<file path="src/rtl/shift_pkg.sv">
// +--------------------------------------------------------------------+
// | shift_pkg: shared FSM encoding, default width and len resolution.  |
// | Rev 1.0                                                            |
// +--------------------------------------------------------------------+
`default_nettype none

package shift_pkg;

   localparam int DEFAULT_WIDTH = 8;

   typedef enum logic [1:0] {
      ST_IDLE  = 2'd0,
      ST_SHIFT = 2'd1,
      ST_DONE  = 2'd2
   } state_t;

   // A len of zero, or one larger than the register, means a full-width burst.
   function automatic int eff_len(input int len_val, input int width);
      if (len_val == 0 || len_val > width)
         return width;
      else
         return len_val;
   endfunction

endpackage

`default_nettype wire

</file>
<file path="src/rtl/shift_reg.sv">
// +--------------------------------------------------------------------+
// | shift_reg: parallel-load, MSB-first left shifter with zero fill.   |
// | Rev 1.0                                                            |
// +--------------------------------------------------------------------+
`default_nettype none

module shift_reg
   import shift_pkg::*;
#(
   parameter int WIDTH = DEFAULT_WIDTH
) (
   input  logic             clk,
   input  logic             rst,
   input  logic             load,
   input  logic             en,
   input  logic [WIDTH-1:0] din,
   output logic             msb
);

   logic [WIDTH-1:0] sreg;

   always_ff @(posedge clk) begin
      if (rst)
         sreg <= '0;
      else if (load)
         sreg <= din;
      else if (en)
         sreg <= {sreg[WIDTH-2:0], 1'b0};
   end

   assign msb = sreg[WIDTH-1];

endmodule

`default_nettype wire

</file>
<file path="src/rtl/shift_ctrl.sv">
// +--------------------------------------------------------------------+
// | shift_ctrl: burst serialiser FSM with hold stall and done pulse.   |
// | Rev 1.0                                                            |
// +--------------------------------------------------------------------+
`default_nettype none

module shift_ctrl
   import shift_pkg::*;
#(
   parameter int WIDTH = DEFAULT_WIDTH,
   parameter int LENW  = 4
) (
   input  logic             clk,
   input  logic             rst,
   input  logic             start,
   input  logic [WIDTH-1:0] din,
   input  logic [LENW-1:0]  len,
   input  logic             hold,
   output logic             q,
   output logic             q_valid,
   output logic             busy,
   output logic             done
);

   // One extra bit so a full 2**LENW count never wraps.
   localparam int CNTW = LENW + 1;

   state_t            state;
   logic [CNTW-1:0]   cnt;
   logic              load;
   logic              shift_en;
   logic              msb;

   assign load     = (state == ST_IDLE) && start;
   assign shift_en = (state == ST_SHIFT) && !hold && (cnt != '0);

   shift_reg #(
      .WIDTH (WIDTH)
   ) u_shift_reg (
      .clk  (clk),
      .rst  (rst),
      .load (load),
      .en   (shift_en),
      .din  (din),
      .msb  (msb)
   );

   always_ff @(posedge clk) begin
      if (rst) begin
         state   <= ST_IDLE;
         cnt     <= '0;
         q       <= 1'b0;
         q_valid <= 1'b0;
         busy    <= 1'b0;
         done    <= 1'b0;
      end else begin
         case (state)
            ST_IDLE: begin
               q       <= 1'b0;
               q_valid <= 1'b0;
               done    <= 1'b0;
               busy    <= 1'b0;
               if (start) begin
                  cnt   <= CNTW'(eff_len(int'(len), WIDTH));
                  busy  <= 1'b1;
                  state <= ST_SHIFT;
               end
            end
            ST_SHIFT: begin
               // A held edge only drops q_valid, so no bit is ever shown valid twice.
               if (hold) begin
                  q_valid <= 1'b0;
               end else if (cnt != '0) begin
                  q       <= msb;
                  q_valid <= 1'b1;
                  cnt     <= cnt - 1'b1;
               end else begin
                  q       <= 1'b0;
                  q_valid <= 1'b0;
                  done    <= 1'b1;
                  state   <= ST_DONE;
               end
            end
            ST_DONE: begin
               q       <= 1'b0;
               q_valid <= 1'b0;
               done    <= 1'b0;
               busy    <= 1'b0;
               state   <= ST_IDLE;
            end
            default: begin
               q       <= 1'b0;
               q_valid <= 1'b0;
               done    <= 1'b0;
               busy    <= 1'b0;
               state   <= ST_IDLE;
            end
         endcase
      end
   end

endmodule

`default_nettype wire
</file>
<file path="config.mk">
export PLATFORM = sky130hd
export DESIGN_NAME = shift_ctrl
export DESIGN_NICKNAME = d
export VERILOG_FILES = /design/src/rtl/shift_pkg.sv /design/src/rtl/shift_reg.sv /design/src/rtl/shift_ctrl.sv
export SDC_FILE = /design/constraint.sdc
export NUM_CORES = 1
export LEC_CHECK = 0
export CORE_UTILIZATION = 52
export DETAILED_ROUTE_END_ITERATION = 6
export HOLD_SLACK_MARGIN = 0.05
export PLACE_DENSITY = 0.82
export SLEW_MARGIN = 15
export SYNTH_ARGS = -nofsm -noshare
export SYNTH_HDL_FRONTEND = slang
export SYNTH_HIERARCHICAL = 1
export SYNTH_SLANG_ARGS = --single-unit
</file>
<file path="constraint.sdc">
create_clock -name clk -period 3 [get_ports clk]
set_input_delay 0.45 -clock clk [delete_from_list [all_inputs] [get_ports clk]]
set_output_delay 0.45 -clock clk [all_outputs]
set_load 0.005 [all_outputs]
</file>
==> flow_summary.yaml, run 1 <==
timing:
  worst_slew_pin_slew_ns: 0.6978
  skew_ns: 0.0009715
  rsz0062_at_grt: "no"
  slew_violations: 0
  timing.fmax_mhz: 522.2
  finalSetupTns_ns: 0
  report.final.hold_viol_count: 0
  timing.slew.headroom_pct: 53.34
  layout_min_cycle_time_ns: 1.915
  finalCritPeriodShare_pct: 63.83
  timing.final.ws_setup_ns: 1.085
  setup_viol: 0
clock_tree:
  cts_resized: 0
  numCtsBuffers: 3
  clockBufferDepth: 2
  cts_tree: "yes"
  postCtsHoldBufs: 0
  root_buffer: "clkbuf_4"
  ctsHtreeMaxLevel: 1
  postCtsSetupBuffers: 0
  clock-sinks: 19
  clk_pin_slew_worst_paths_ns: 0.10
  clock_latency_ns: 0.29
synth:
  seq_area_frac_synth_pct: 41.14
  synthCells: 97
  synth_area_sq_um: 924.6
  synthDistinctLibCells: 35
  syn_nets: 114
  synth_seq_cells: 19
  yosysWarnings: 6
  syn_area_per_cell_sq_um: 9.532
drt:
  vias_per_cell: 5.864
  drtIter0Drc: 19
  firstDrtPassIters: 6
  drc: 1
  wirelength_mm: 1.767
  wl_per_cell_microns: 13.39
  num_vias: 774
  detail-route-antenna-nets: 0
place:
  dp_slack_ns: 0.8660
  hpwl_mm: 1.244
  place.gp.congestion: 0.8003
  portBuffers: 19
  post-place-cells: 128
final_layout:
  final_cells: 132
  multi_input_area_sq_um: 488.0
  finish.utilization_pct: 71.75
  seqCellArea_sq_um: 380.4
  area_growth_pct: 22.33
  fin_nets: 134
  final_layout_size_suffix_gt1_share_pct: 7.759
  antenna_cells: 0
  fillers: 129
setup_path:
  reg2reg_slack_ns: 1.09
  rr_endpoint: "u_shift_reg/sreg[0]"
  path_cells: "inv_1 -> ha_1 -> nor4b_4 -> nor3_1 -> buf_4 -> or3b_1 -> a21oi_1"
  worst_ep_required_time_ns: 3.22
  crit_slowest_cell: "nor4b_4"
  slowest_delay_ns: 0.39
  arrival_ns: 2.14
  r2r_start: "cnt[0]"
  crit_type: "reg -> reg"
  critPathMaxFanout: 8
  startpoint_type: "flip-flop"
  critPathCaptureType: "flip-flop"
  reg2reg_depth: 7
flow_run:
  maxCapViolCount: 0
grt:
  antenna_found_initial: 0
  grt_pass1_vias: 704
  grtUsageTotal_pct: 21.28
  grt_pass1_wl_mm: 3.001
  grt.overflow.total: 0
  grt_max_degree: 20
status:
  status: "complete, but fails checks"
  violations: "DRC"
floorplanning:
  die_area_sq_um: 1951
  io_pins: 20
  die_w_microns: 44.17
  die_h_microns: 44.17
  core_sq_um: 1577
  floorplan.initialDensity_pct: 58.65
  rows: 14
power_and_ir_drop:
  power.total_uw: 561.1
  leakagePower_uw: 0.0004152
  power_density_nw_per_um2: 496.1
  peakVddDrop_mv: 0.3191
worst_hold_path:
  holdPathEnd: "cnt[0]"
  whs_path_depth: 2
  hold_class: "reg -> reg"
  min_from: "cnt[0]"
==> synth_stat cells <==
master,instances,area [sq um]
a31oi_1,1,6.260
or3b_2,1,8.760
clkdlybuf4s18_2,1,10.01
and3_1,1,6.260
buf_2,1,5.000
nor2_1,6,22.52
nand3_1,1,5.000
nor3b_1,2,15.01
and2b_1,1,7.510
buf_6,1,11.26
o221ai_1,1,8.760
ha_1,1,12.51
o31ai_1,1,7.510
a21oi_1,6,30.03
xor2_1,1,8.760
inv_1,5,18.77
nor3_1,5,25.02
a311oi_2,1,15.01
a22oi_1,1,7.510
nor4b_4,1,23.77
clkbuf_1,1,3.750
o21ai_0,2,10.01
a211oi_1,7,52.55
or3b_1,2,17.52
buf_4,1,7.510
nand2_1,5,18.77
dfxtp_1,19,380.4
nor4_1,2,12.51
nand2b_1,1,6.260
o31a_4,1,17.52
nor2b_1,7,43.79
nand4_1,1,6.260
or4b_1,1,10.01
mux2i_1,7,70.07
a211oi_2,1,12.51
==> per-layer routing <==
metal,share of wire [%],wire [microns],vias to the layer above,track usage [%]
met4,1.6,29,0,13.94
met1,51,908,363,27.44
met3,4.0,71,4,5.306
met5,0,0,-,0
met2,43,757,14,31.47
li1,-,-,393,-
==> where the power goes <==
group          leakage (uW)  total (uW)  internal [uW]  switching, uW
sequential         0.000156         289            273           15.2
combinational      0.000244         146           74.5           71.3
clock             0.0000150         127           51.8           75.0
total              0.000415         561            400            161
==> how the worst max path moves through the flow <==
stage	startpoint	to	slack (ns)	depth (start not counted)
finish	cnt[0]	u_shift_reg/sreg[0]	1.09	7
global route	cnt[1]	u_shift_reg/sreg[0]	0.97	7
CTS	cnt[0]	u_shift_reg/sreg[0]	1.11	7
detailed placement	start	u_shift_reg/sreg[1]	0.87	5
global placement	start	u_shift_reg/sreg[5]	0.96	5
floorplan	cnt[0]	u_shift_reg/sreg[0]	1.37	7
==> kinds of logic (layout without fill, tap and decap cells) <==
kind of cell,after synthesis,count (layout),share of synthesized area [%]
simple gates,37,37,24.76
xor+xnor,1,1,0.9474
fa+ha+maj,1,1,1.353
compound gates,22,22,18.13
buf+inv,10,29,6.089
flops,19,19,41.14
mux,7,7,7.578
==> area by class of cell <==
class	count	share of cell area, %
timing repair buffer	20	17.48
sequential	19	33.63
multi-input combinational	68	43.14
clock buffer	4	2.323
tap	16	1.770
inverter	5	1.659
==> through the flow <==
step	hold WS, ns	cell area (sq um)
floorplan	0.4600	924.6
global placement	0.4776	1105
detailed placement	0.4833	1105
CTS	0.5028	1131
global route	0.5445	1131
finish	0.5042	1131
==> cell usage in the layout, fill, tap and decap left out, drive strengths merged, types with 2 or more instances in the layout <==
master         count
nand2              5
mux2i              7
clkdlybuf4s50     19
nor3               5
nor2b              7
or3b               3
nor2               6
dfxtp             19
a21oi              6
nor3b              2
nor4               2
clkbuf             4
o21ai              2
a211oi             8
inv                5
==> worst max-delay path: cells and delay by family (launching register included) <==
family                   cells  cell delay [ns]
AO/OA/AOI/OAI                1             0.14
adder cells (fa/ha/maj)      1             0.25
buffers and inverters        2             0.28
flip-flops                   1             0.34
AND/OR/NAND/NOR              3             0.83
==> flip-flops by register name (all words and copies together) (netlist names) <==
signal,count
done,1
busy,1
state,2
q_valid,1
cnt,5
q,1
u_shift_reg/sreg,8
Note: power is estimated with default switching activity, not from simulation.
==> run 2: changes to the inputs <==
Settings changed: CORE_ASPECT_RATIO set to 0.7, CORE_UTILIZATION 52 to 48, PLACE_DENSITY 0.82 to 0.76.
Clock period 3 ns to 1.85 ns, I/O delays scaled along.
==> run 2 against run 1 <==
Compared with the run above: the run now ends clean; total power grew 73%; largest power group unchanged; critical endpoint is now cnt[1]; global-route usage increased by 2.8 points; clock skew up 0.0045 ns; register-to-register slack lost 0.96 ns; critical path type unchanged; core utilization up 3.5 points; combinational power is 110% higher; flip-flop and latch count stayed put; sequential share of layout area shrank 3.8 points; first-iteration DRC count is 26% lower; hold slack worse by 0.0063 ns; critical path depth unchanged.
==> flow_summary.yaml, run 2 (synthesis results as in run 1) <==
grt:
  grt_pass1_wl_mm: 3.374
  grt_pass1_vias: 737
  grt.overflow.total: 0
  grtUsageTotal_pct: 24.09
  grt_max_degree: 20
  antenna_found_initial: 0
setup_path:
  reg2reg_depth: 7
  path_cells: "inv_1 -> ha_1 -> nor4b_4 -> buf_4 -> o31a_4 -> a311oi_2 -> a211oi_2"
  worst_ep_required_time_ns: 2.04
  startpoint_type: "flip-flop"
  r2r_start: "cnt[0]"
  arrival_ns: 1.92
  rr_endpoint: "cnt[1]"
  critPathMaxFanout: 7
  critPathCaptureType: "flip-flop"
  reg2reg_slack_ns: 0.12
  slowest_delay_ns: 0.37
  crit_type: "reg -> reg"
  crit_slowest_cell: "o31a_4"
floorplanning:
  io_pins: 20
  core_sq_um: 1697
  die_w_microns: 54.46
  die_area_sq_um: 2109
  floorplan.initialDensity_pct: 54.50
  rows: 12
  die_h_microns: 38.72
timing:
  timing.fmax_mhz: 578.8
  setup_viol: 0
  timing.hold.ws_ns: 0.4979
  slew_violations: 0
  report.final.hold_viol_count: 0
  finalCritPeriodShare_pct: 93.39
  rsz0062_at_grt: "no"
  layout_min_cycle_time_ns: 1.728
  skew_ns: 0.005461
  timing.slew.headroom_pct: 74.66
  worst_slew_pin_slew_ns: 0.3788
drt:
  vias_per_cell: 5.331
  drc: 0
  wl_per_cell_microns: 13.47
  wirelength_mm: 2.075
  firstDrtPassIters: 4
  detail-route-antenna-nets: 0
  num_vias: 821
  drtIter0Drc: 14
final_layout:
  final_cells: 154
  fillers: 123
  top_register: "u_shift_reg/sreg"
  antenna_cells: 0
  top_regs: "u_shift_reg/sreg x8, cnt x5, state x2"
  multi_input_area_sq_um: 499.2
  area_growth_pct: 38.02
  largest_reg_flops: 8
  final_layout_size_suffix_gt1_share_pct: 20.30
  final_cell_mix: "19 x dfxtp_1, 19 x clkdlybuf4s50_1, 18 x buf_4"
  fin_nets: 151
  seqCellArea_sq_um: 380.4
flow_run:
  maxCapViolCount: 0
power_and_ir_drop:
  peakVddDrop_mv: 0.7073
  leakagePower_uw: 0.0005064
  power_density_nw_per_um2: 762.7
clock_tree:
  clk_pin_slew_worst_paths_ns: 0.10
  clock-sinks: 19
  clockBufferDepth: 2
  root_buffer: "clkbuf_4"
  ctsHtreeMaxLevel: 1
  clock_latency_ns: 0.30
  postCtsHoldBufs: 0
  numCtsBuffers: 3
  cts_tree: "yes"
worst_hold_path:
  whs_path_depth: 2
  holdPathEnd: "busy"
  hold_class: "reg -> reg"
  min_from: "busy"
status:
  status: "complete, no violations"
place:
  portBuffers: 19
  place.gp.congestion: 0.8384
  hpwl_mm: 1.527
  post-place-cells: 148
[run 2: timing repair]
| item | 4_1_cts | 5_1_grt |
|---|---|---|
| gates cloned | 0 | 0 |
| setup buffers | 0 | 2 |
| resized for setup | 2 | 0 |
| setup endpoints to repair | 8 | 4 |
| pin swaps | 0 | 2 |
[run 2: worst max-delay path by stage]
stage / from / end / slack (ns) / cells past startpoint
2_1_floorplan: cnt[0] / u_shift_reg/sreg[0] / 0.22 / 7
3_5_place_dp: cnt[0] / u_shift_reg/sreg[6] / -0.40 / 7
5_1_grt: cnt[0] / cnt[2] / 0.02 / 7
6_report: cnt[0] / cnt[1] / 0.12 / 7
3_3_place_gp: hold / u_shift_reg/sreg[4] / -0.33 / 5
4_1_cts: cnt[0] / cnt[1] / 0.08 / 7
[run 2: cell type report]
class | count | share of cell area [%]
sequential | 19 | 29.80
clock buffer | 4 | 2.059
tap | 21 | 2.059
multi-input combinational | 68 | 39.12
inverter | 5 | 1.471
timing repair buffer | 37 | 25.49
[run 2: critical path, delay by kind of cell (launching register included)]
kind	cells	cell delay, ns
simple gates	1	0.16
flops	1	0.34
compound gates	3	0.66
buf+inv	2	0.21
fa+ha+maj	1	0.24
[run 2: layer usage]
metal | up-vias | routed length [microns] | track usage, %
met5 | - | 0 | 0
met4 | 0 | 11 | 7.692
met3 | 2 | 110 | 9.412
met2 | 23 | 855 | 32.62
met1 | 370 | 1098 | 34.21
li1 | 426 | - | -
[run 2: power breakdown]
| group | switching, uW | leakage [uW] | internal (uW) |
|---|---|---|---|
| registers | 19.3 | 0.000156 | 443 |
| logic | 139 | 0.000335 | 162 |
| clock network | 125 | 0.0000150 | 84.0 |
| total | 284 | 0.000506 | 689 |
[run 2: stage by stage]
stage / util (%) / area [sq um] / power, uW / setup TNS (ns) / setup WS [ns]
after floorplan: - / 924.6 / 641.0 / 0 / 0.2169
after global placement: 72.12 / 1224 / 755.3 / -1.947 / -0.3300
after detailed placement: 72.12 / 1224 / 757.6 / -2.271 / -0.4029
after CTS: 74.34 / 1261 / 973.5 / 0 / 0.08299
after global routing: 75.22 / 1276 / 1032 / 0 / 0.02241
final: 75.22 / 1276 / 973.4 / 0 / 0.1222
==> run 3: changes to the inputs <==
Settings changed: PLACE_DENSITY 0.76 to 0.75.
==> run 3 against run 2 <==
Compared with the run above: hold slack improved by 0.013 ns; critical path type unchanged; sequential share of layout area is 0.69 points higher; core utilization is 1.7 points lower; worst setup slack worse by 0.049 ns; via count rose by 2.7%; clock power hardly changed; routed wire length is 0.92% lower; final cell count is 2.6% lower; clock skew fell by 0.00070 ns; design area down 2.3%.
==> flow_summary.yaml, run 3 (synthesis results as in run 1) <==
status:
  status: "complete, no violations"
floorplanning:
  rows: 12
  die_h_microns: 38.72
  core_sq_um: 1697
  die_w_microns: 54.46
  io_pins: 20
  die_area_sq_um: 2109
  floorplan.initialDensity_pct: 54.50
final_layout:
  finish.utilization_pct: 73.53
  final_cell_mix: "19 x dfxtp_1, 19 x clkdlybuf4s50_1, 14 x buf_4"
  area_growth_pct: 34.91
  antenna_cells: 0
  top_regs: "u_shift_reg/sreg x8, cnt x5, state x2"
  largest_reg_flops: 8
  top_register: "u_shift_reg/sreg"
  final_layout_size_suffix_gt1_share_pct: 18.60
  fin_nets: 147
clock_tree:
  cts_tree: "yes"
  numCtsBuffers: 3
  postCtsHoldBufs: 0
  ctsHtreeMaxLevel: 1
  clock-sinks: 19
  root_buffer: "clkbuf_4"
  clockBufferDepth: 2
  clock_latency_ns: 0.30
  clk_pin_slew_worst_paths_ns: 0.11
drt:
  num_vias: 843
  detail-route-antenna-nets: 0
  wl_per_cell_microns: 13.71
  drtIter0Drc: 30
  firstDrtPassIters: 4
  wirelength_mm: 2.056
  drc: 0
  vias_per_cell: 5.620
timing:
  finalCritPeriodShare_pct: 96.04
  worst_slew_pin_slew_ns: 0.3970
  skew_ns: 0.004764
  finalSetupTns_ns: 0
  timing.fmax_mhz: 562.8
  rsz0062_at_grt: "no"
  timing.slew.headroom_pct: 73.44
  setup_viol: 0
  layout_min_cycle_time_ns: 1.777
  slew_violations: 0
  report.final.hold_viol_count: 0
worst_hold_path:
  hold_class: "reg -> reg"
  min_from: "done"
setup_path:
  critPathCaptureType: "flip-flop"
  r2r_start: "cnt[0]"
  crit_type: "reg -> reg"
  startpoint_type: "flip-flop"
  critPathMaxFanout: 7
  slowest_delay_ns: 0.37
  path_cells: "inv_1 -> ha_1 -> nor4b_4 -> buf_4 -> o31a_4 -> a311oi_2 -> a211oi_2"
  arrival_ns: 1.97
  crit_slowest_cell: "o31a_4"
  worst_ep_required_time_ns: 2.04
  startpoint: "cnt[0]"
grt:
  grt.overflow.total: 0
  grt_pass1_vias: 726
  grtUsageTotal_pct: 23.39
  antenna_found_initial: 0
  grt_max_degree: 20
  grt_pass1_wl_mm: 3.318
place:
  hpwl_mm: 1.533
  portBuffers: 19
  place.gp.congestion: 0.8088
power_and_ir_drop:
  switching_share_pct: 29.46
  seqPwrFrac_pct: 47.9
  power.switching_uw: 284.8
  clock_power_share_pct: 21.6
  power.total_uw: 966.8
  combinationalPowerShare_pct: 30.5
  internal-power_uw: 682.0
  peakVddDrop_mv: 0.7912
  power_density_nw_per_um2: 775.1
  leakagePower_uw: 0.0004870
flow_run:
  maxCapViolCount: 0
## run 3: power by group through the flow
stage / logic (uW) / clock network (uW) / registers [uW]
2_1_floorplan: 170 / 0 / 471
3_3_place_gp: 281 / 0 / 471
3_5_place_dp: 284 / 0 / 472
4_1_cts: 293 / 217 / 464
5_1_grt: 320 / 229 / 467
6_report: 295 / 209 / 463
## run 3: worst max-delay path, delay by kind of cell (launching register included)
| family | cells | cell delay (ns) |
|---|---|---|
| AO/OA/AOI/OAI | 3 | 0.71 |
| adder cells (fa/ha/maj) | 1 | 0.25 |
| buffers and inverters | 2 | 0.21 |
| flip-flops | 1 | 0.35 |
| AND/OR/NAND/NOR | 1 | 0.16 |
## run 3: metrics by stage
step	setup WS, ns	area (sq um)	instances	hold slack, ns
floorplan	0.2169	924.6	97	0.3560
global placement	-0.2958	1209	146	0.4717
detailed placement	-0.3675	1209	146	0.4920
CTS	0.06887	1247	150	0.5162
global route	0.01482	1247	150	0.5364
finish	0.07328	1247	150	0.5114
## run 3: path summary, 6_finish.rpt
path / to / slack [ns] / depth (start not counted)
max: cnt[1] / 0.07 / 7
min: done / 0.51 / 2
max reg2reg: cnt[1] / 0.07 / 7
min reg2reg: done / 0.51 / 2
## run 3: what timing repair did
action / in CTS / in global routing
pin swaps: 0 / 1
resized for setup: 2 / 0
buffers inserted: 0 / 0
setup endpoints to repair: 8 / 1
## run 3: cell type report
type	count	area, sq um
Clock inverter	1	5.005
Clock buffer	3	22.52
Timing Repair Buffer	33	295.3
Tap cell	21	26.28
Sequential cell	19	380.4
Inverter	5	18.77
Fill cell	141	449.2
Multi-Input combinational cell	68	499.2
## run 3: routing by layer
metal | vias up | share of wire [%] | GRT usage [%]
met1 | 395 | 51 | 33.02
met4 | 0 | 0.39 | 5.769
met3 | 2 | 6.4 | 8.235
met2 | 27 | 42 | 33.23
li1 | 419 | - | -
met5 | - | 0 | 0
